--- config.mk ---
export PLATFORM = sky130hd
export DESIGN_NAME = regfile_param
export DESIGN_NICKNAME = d
export VERILOG_FILES = /design/src/rtl/regfile_param.sv
export SDC_FILE = /design/constraint.sdc
export NUM_CORES = 2
export LEC_CHECK = 0
export ABC_CLOCK_PERIOD_IN_PS = 44300
export CAP_MARGIN = 40
export CORE_ASPECT_RATIO = 0.5
export CORE_MARGIN = 5
export CORE_UTILIZATION = 40
export CTS_CLUSTER_SIZE = 20
export DETAILED_ROUTE_END_ITERATION = 7
export GPL_TIMING_DRIVEN = 0
export PLACE_DENSITY_LB_ADDON = 0.05
export SYNTH_ARGS = -nofsm -noshare
export SYNTH_HDL_FRONTEND = slang
export SYNTH_SLANG_ARGS = --single-unit
--- constraint.sdc ---
create_clock -name CK_REF -period 44.3 [get_ports CK_REF]
set_input_delay 4.43 -clock CK_REF [delete_from_list [all_inputs] [get_ports CK_REF]]
set_output_delay 4.43 -clock CK_REF [all_outputs]
set_load 0.01 [all_outputs]
--- src/rtl/regfile_param.sv ---
// regfile_param: integer register file, program counter and issue scoreboard.
// Optional macro REGFILE_BYPASS_EN forwards same-cycle write-back to reads.
module regfile_param #(
  parameter int XLEN   = 32,
  parameter int ADDR_W = 5,
  parameter int PC_INC = 4,
  parameter logic [XLEN-1:0] PC_RESET = '0
) (
  input  logic              CK_REF,
  input  logic              RST,
  input  logic              WR_EN,
  input  logic [ADDR_W-1:0] RD_REG_OFFSET,
  input  logic [XLEN-1:0]   REG_DATA_IN,
  input  logic [ADDR_W-1:0] RS1_REG_OFFSET,
  input  logic [ADDR_W-1:0] RS2_REG_OFFSET,
  output logic [XLEN-1:0]   RS1_DATA_OUT,
  output logic [XLEN-1:0]   RS2_DATA_OUT,
  input  logic              PC_LOAD,
  input  logic [XLEN-1:0]   PC_LOAD_VAL,
  input  logic              PC_FREEZE,
  output logic [XLEN-1:0]   PC_DATA_OUT,
  input  logic              ISSUE_EN,
  input  logic [ADDR_W-1:0] ISSUE_RD,
  output logic              RS1_BUSY,
  output logic              RS2_BUSY
);

  localparam int NREGS = 2 ** ADDR_W;
  localparam logic [XLEN-1:0] LP_INC = XLEN'(PC_INC);

  logic [XLEN-1:0]  r_regs [NREGS];
  logic [NREGS-1:0] r_pend;
  logic [XLEN-1:0]  r_pc;

  logic             w_wr_ok;
  logic [NREGS-1:0] w_set;
  logic [NREGS-1:0] w_clr;
  logic [NREGS-1:0] w_pend_nxt;
  logic [XLEN-1:0]  w_pc_nxt;
  logic             w_rs1_hit;
  logic             w_rs2_hit;

  assign w_wr_ok = WR_EN && (RD_REG_OFFSET != '0);

`ifdef REGFILE_BYPASS_EN
  // Forward write-back data to a matching read; never while in reset.
  assign w_rs1_hit = w_wr_ok && !RST
                     && (RD_REG_OFFSET == RS1_REG_OFFSET);
  assign w_rs2_hit = w_wr_ok && !RST
                     && (RD_REG_OFFSET == RS2_REG_OFFSET);
`else
  assign w_rs1_hit = 1'b0;
  assign w_rs2_hit = 1'b0;
`endif

  // Register array: x0 is never written so it stays zero.
  always_ff @(posedge CK_REF or posedge RST) begin
    if (RST) begin
      for (int i = 0; i < NREGS; i++) begin
        r_regs[i] <= '0;
      end
    end else if (w_wr_ok) begin
      r_regs[RD_REG_OFFSET] <= REG_DATA_IN;
    end
  end

  // Scoreboard set/clear masks; a new producer wins over write-back.
  always_comb begin
    w_set = '0;
    w_clr = '0;
    if (ISSUE_EN && (ISSUE_RD != '0)) begin
      w_set[ISSUE_RD] = 1'b1;
    end
    if (WR_EN) begin
      w_clr[RD_REG_OFFSET] = 1'b1;
    end
    w_pend_nxt = ((r_pend & ~w_clr) | w_set)
                 & ~NREGS'(1);
  end

  // Pending bits, one per architectural register.
  always_ff @(posedge CK_REF or posedge RST) begin
    if (RST) begin
      r_pend <= '0;
    end else begin
      r_pend <= w_pend_nxt;
    end
  end

  // PC next value: load beats freeze beats increment.
  always_comb begin
    w_pc_nxt = r_pc;
    priority case (1'b1)
      PC_LOAD:   w_pc_nxt = PC_LOAD_VAL;
      PC_FREEZE: w_pc_nxt = r_pc;
      default:   w_pc_nxt = r_pc + LP_INC;
    endcase
  end

  // PC register, wraps modulo 2**XLEN.
  always_ff @(posedge CK_REF or posedge RST) begin
    if (RST) begin
      r_pc <= PC_RESET;
    end else begin
      r_pc <= w_pc_nxt;
    end
  end

  // Combinational read ports with optional forwarding.
  always_comb begin
    RS1_DATA_OUT = '0;
    RS2_DATA_OUT = '0;
    if (w_rs1_hit) begin
      RS1_DATA_OUT = REG_DATA_IN;
    end else if (RS1_REG_OFFSET != '0) begin
      RS1_DATA_OUT = r_regs[RS1_REG_OFFSET];
    end
    if (w_rs2_hit) begin
      RS2_DATA_OUT = REG_DATA_IN;
    end else if (RS2_REG_OFFSET != '0) begin
      RS2_DATA_OUT = r_regs[RS2_REG_OFFSET];
    end
  end

  assign RS1_BUSY    = r_pend[RS1_REG_OFFSET] && !w_rs1_hit;
  assign RS2_BUSY    = r_pend[RS2_REG_OFFSET] && !w_rs2_hit;
  assign PC_DATA_OUT = r_pc;

endmodule

==> results.py <==
metrics = {
    "global_routing": {
        "grt_overflow": 0,
        "gr-usage-all-layers": 0.3007,
        "grt_pass1_wl_um": 324300,
        "grt_max_degree": 124,
        "grt_pass1_vias": 41700,
        "antenna_found_initial": 11,
    },
    "clock_tree": {
        "htree_levels": 3,
        "cts_setup_buffers": 0,
        "cts_buffer_depth": 3,
        "cts_hold_buf": 0,
        "clk_pin_slew_ns": 0.06,
        "insertion_delay_ns": 0.72,
        "cts_tree": "yes",
        "clock_sinks": 1087,
        "numCtsBuffers": 109,
        "cts_resized": 0,
        "root_buffer": "clkbuf_16",
    },
    "floorplanning": {
        "initial_core_util": 0.4031,
        "ios": 188,
        "core_region_area_um2": 143000,
        "fp.dieH_um": 278.4,
        "dieArea_um2": 152200,
        "rows": 98,
        "dieWidth_um": 546.8,
    },
    "sta": {
        "rsz0062_at_grt": "no",
        "fin_crit_sh": 0.3028,
        "setup_viol": 0,
        "fin_skew_ns": 0.004896,
        "worstMarginPinSlew_ns": 1.042,
        "slew_headroom": 0.3042,
        "hold_violations": 0,
        "slew_violations": 0,
        "fmax_mhz": 74.54,
        "min_period_ns": 13.42,
        "whs_ns": 0.4811,
    },
    "worst_setup_path": {
        "cp-start-kind": "input port",
        "cp_max_fo": 10,
        "critPathMaxStageDelay_ns": 0.75,
        "arrival_ns": 8.99,
        "required_ns": 39.87,
        "r2r_slack_ns": 41.90,
        "crit_path_top_delay_cell": "clkbuf_1",
        "crit_top_cell": "clkbuf_1",
        "endpoint_kind": "output pin",
        "crit_chain": "clkdlybuf4s50_1, clkbuf_1, buf_6, and2_1, clkbuf_1, clkbuf_1, a22oi_1, a311oi_1, clkdlybuf4s50_1",
        "crit_type": "input port to output pin",
    },
    "cells_and_area": {
        "synthToLayoutAreaGrowth_pct": 16.51,
        "final_area_um2": 67140,
        "fin_nets": 4445,
        "drive_gt1_frac": 0.4439,
        "final_util": 0.4696,
    },
    "yosys": {
        "synth_area_um2": 57630,
        "synth_xor_xnor_area_share": 0.001672,
        "yosysWarnings": 0,
        "synthesis.nets": 4034,
        "synth_top_family_by_area": "multiplexers",
        "yosys.area_share.simple": 0.02517,
        "synth_common_cells": "dfrtp_1 (1,087), mux2_2 (1,060), mux4_2 (466), clkbuf_1 (258), o21ai_0 (161)",
        "ys_ff_latch": 1087,
        "synth_mux_area_frac": 0.4120,
        "yosys.area.top_type": "dfrtp_1",
        "synth_cell_types": 45,
        "yosys.area_share.adder": 0.0002171,
        "yosys-top-cells-area": "dfrtp_1 (47%), mux2_2 (21%), mux4_2 (18%)",
        "ys_seq_area_frac": 0.4720,
        "synthArstFlopShare": 1.000,
        "synth_enable_flop_cells": 0,
        "synthFlopType": "dfrtp_1",
        "syn_inst": 3943,
        "synth_top_area_share": 0.4720,
        "synth_area_per_cell_um2": 14.61,
        "synth_compound_area_frac": 0.05600,
        "synth_most_common_cell": "dfrtp_1",
    },
    "outcome": {
        "run_status": "completed",
    },
    "power_and_ir_drop": {
        "power_mw": 2.986,
        "power_density_nw_per_um2": 44.48,
        "p_leak_nw": 28.27,
        "vdd_drop_max_mv": 0.02923,
    },
    "min_path": {
        "hold_class": "flop to flop",
    },
    "detailed_routing": {
        "antenna_left": 0,
        "totalWireLength_um": 232200,
        "firstDrtPassIters": 6,
        "viasPerCell": 6.445,
        "drc": 0,
        "via_count": 40850,
        "wl_per_cell_um": 36.63,
        "first_iter_violations": 4628,
    },
    "placement": {
        "post-dp-hpwl_um": 178300,
        "place_congestion": 0.9561,
        "place_area_um2": 63310,
        "port_buffers": 179,
    },
    "flow_run": {
        "maxCapViolCount": 0,
    },
}
## cell type report
cell class	instances	area, um2
Timing Repair Buffer	300	3356
Multi-Input combinational cell	2400	28530
Sequential cell	1087	27200
Fill cell	12560	75830
Inverter	9	41.29
Tap cell	1900	2377
Clock inverter	41	593.1
Antenna cell	3	7.507
Buffer	447	1863
Clock buffer	152	3173
## through the flow
step | cells | setup WS (ns) | TNS, ns
after floorplan | 3943 | 9.267 | 0
after global placement | 6022 | -4.584 | -4658.16
after detailed placement | 6136 | 30.99 | 0
after CTS | 6329 | 30.96 | 0
after global routing | 6336 | 30.93 | 0
final | 6339 | 30.88 | 0
## worst max-delay path: cells and delay by family
family                 cells  cell delay [ns]
buffers and inverters      6             3.24
AO/OA/AOI/OAI              2             1.13
AND/OR/NAND/NOR            1             0.15
## final timing paths
kind                                   startpoint               to  cells after the start
worst max-delay path            RS2_REG_OFFSET[3]  RS2_DATA_OUT[9]                      9
min in group asynchronous                     RST      r_regs[247]                      2
worst min register to register       r_regs[1021]     r_regs[1021]                      1
max in group asynchronous                     RST      r_regs[771]                      6
worst min-delay path                 r_regs[1021]     r_regs[1021]                      1
worst max register to register     PC_DATA_OUT[2]  PC_DATA_OUT[14]                      7
## kinds of logic (layout without fill, tap and decap cells)
logic type	after synthesis	in the layout
multiplexers	1657	1657
XOR/XNOR	11	11
flip-flops	1087	1087
adder cells (fa/ha/maj)	1	1
AND/OR/NAND/NOR	269	269
AO/OA/AOI/OAI	462	462
buffers and inverters	456	949
other	0	3
## sequential cells by signal, indices dropped and copies added, names as in the netlist
| register | cells |
|---|---|
| r_regs | 1024 |
| r_pend | 31 |
| PC_DATA_OUT | 32 |
## cell usage in the layout, fill, tap and decap left out, types with 17 or more instances in the layout
master	Yosys	routed
dfrtp_1	1087	1087
mux2_2	1060	1060
mux4_2	466	466
clkbuf_1	258	276
clkdlybuf4s50_1	0	179
o21ai_0	161	161
buf_2	129	148
mux2i_1	131	131
clkbuf_16	0	112
nand2_1	72	72
nor2b_1	68	68
a22oi_1	64	64
a211oi_1	64	64
a311oi_1	64	64
buf_1	54	53
a221oi_1	47	47
buf_6	0	46
nor2_1	42	42
buf_8	0	42
clkbuf_8	0	22
clkinv_2	0	21
o2111ai_1	17	17
## routing by layer
metal	wire length, um	track usage
met1	101300	0.4324
met3	23910	0.09299
met2	98110	0.4322
met4	8623	0.09947
met5	236	0.009768
## report_power, final
group	total [mW]	switching, mW	internal (mW)
clock network	1.01	0.427	0.579
registers	1.32	0.143	1.18
logic	0.657	0.290	0.366
No activity file was read; power rests on OpenSTA's default activity.
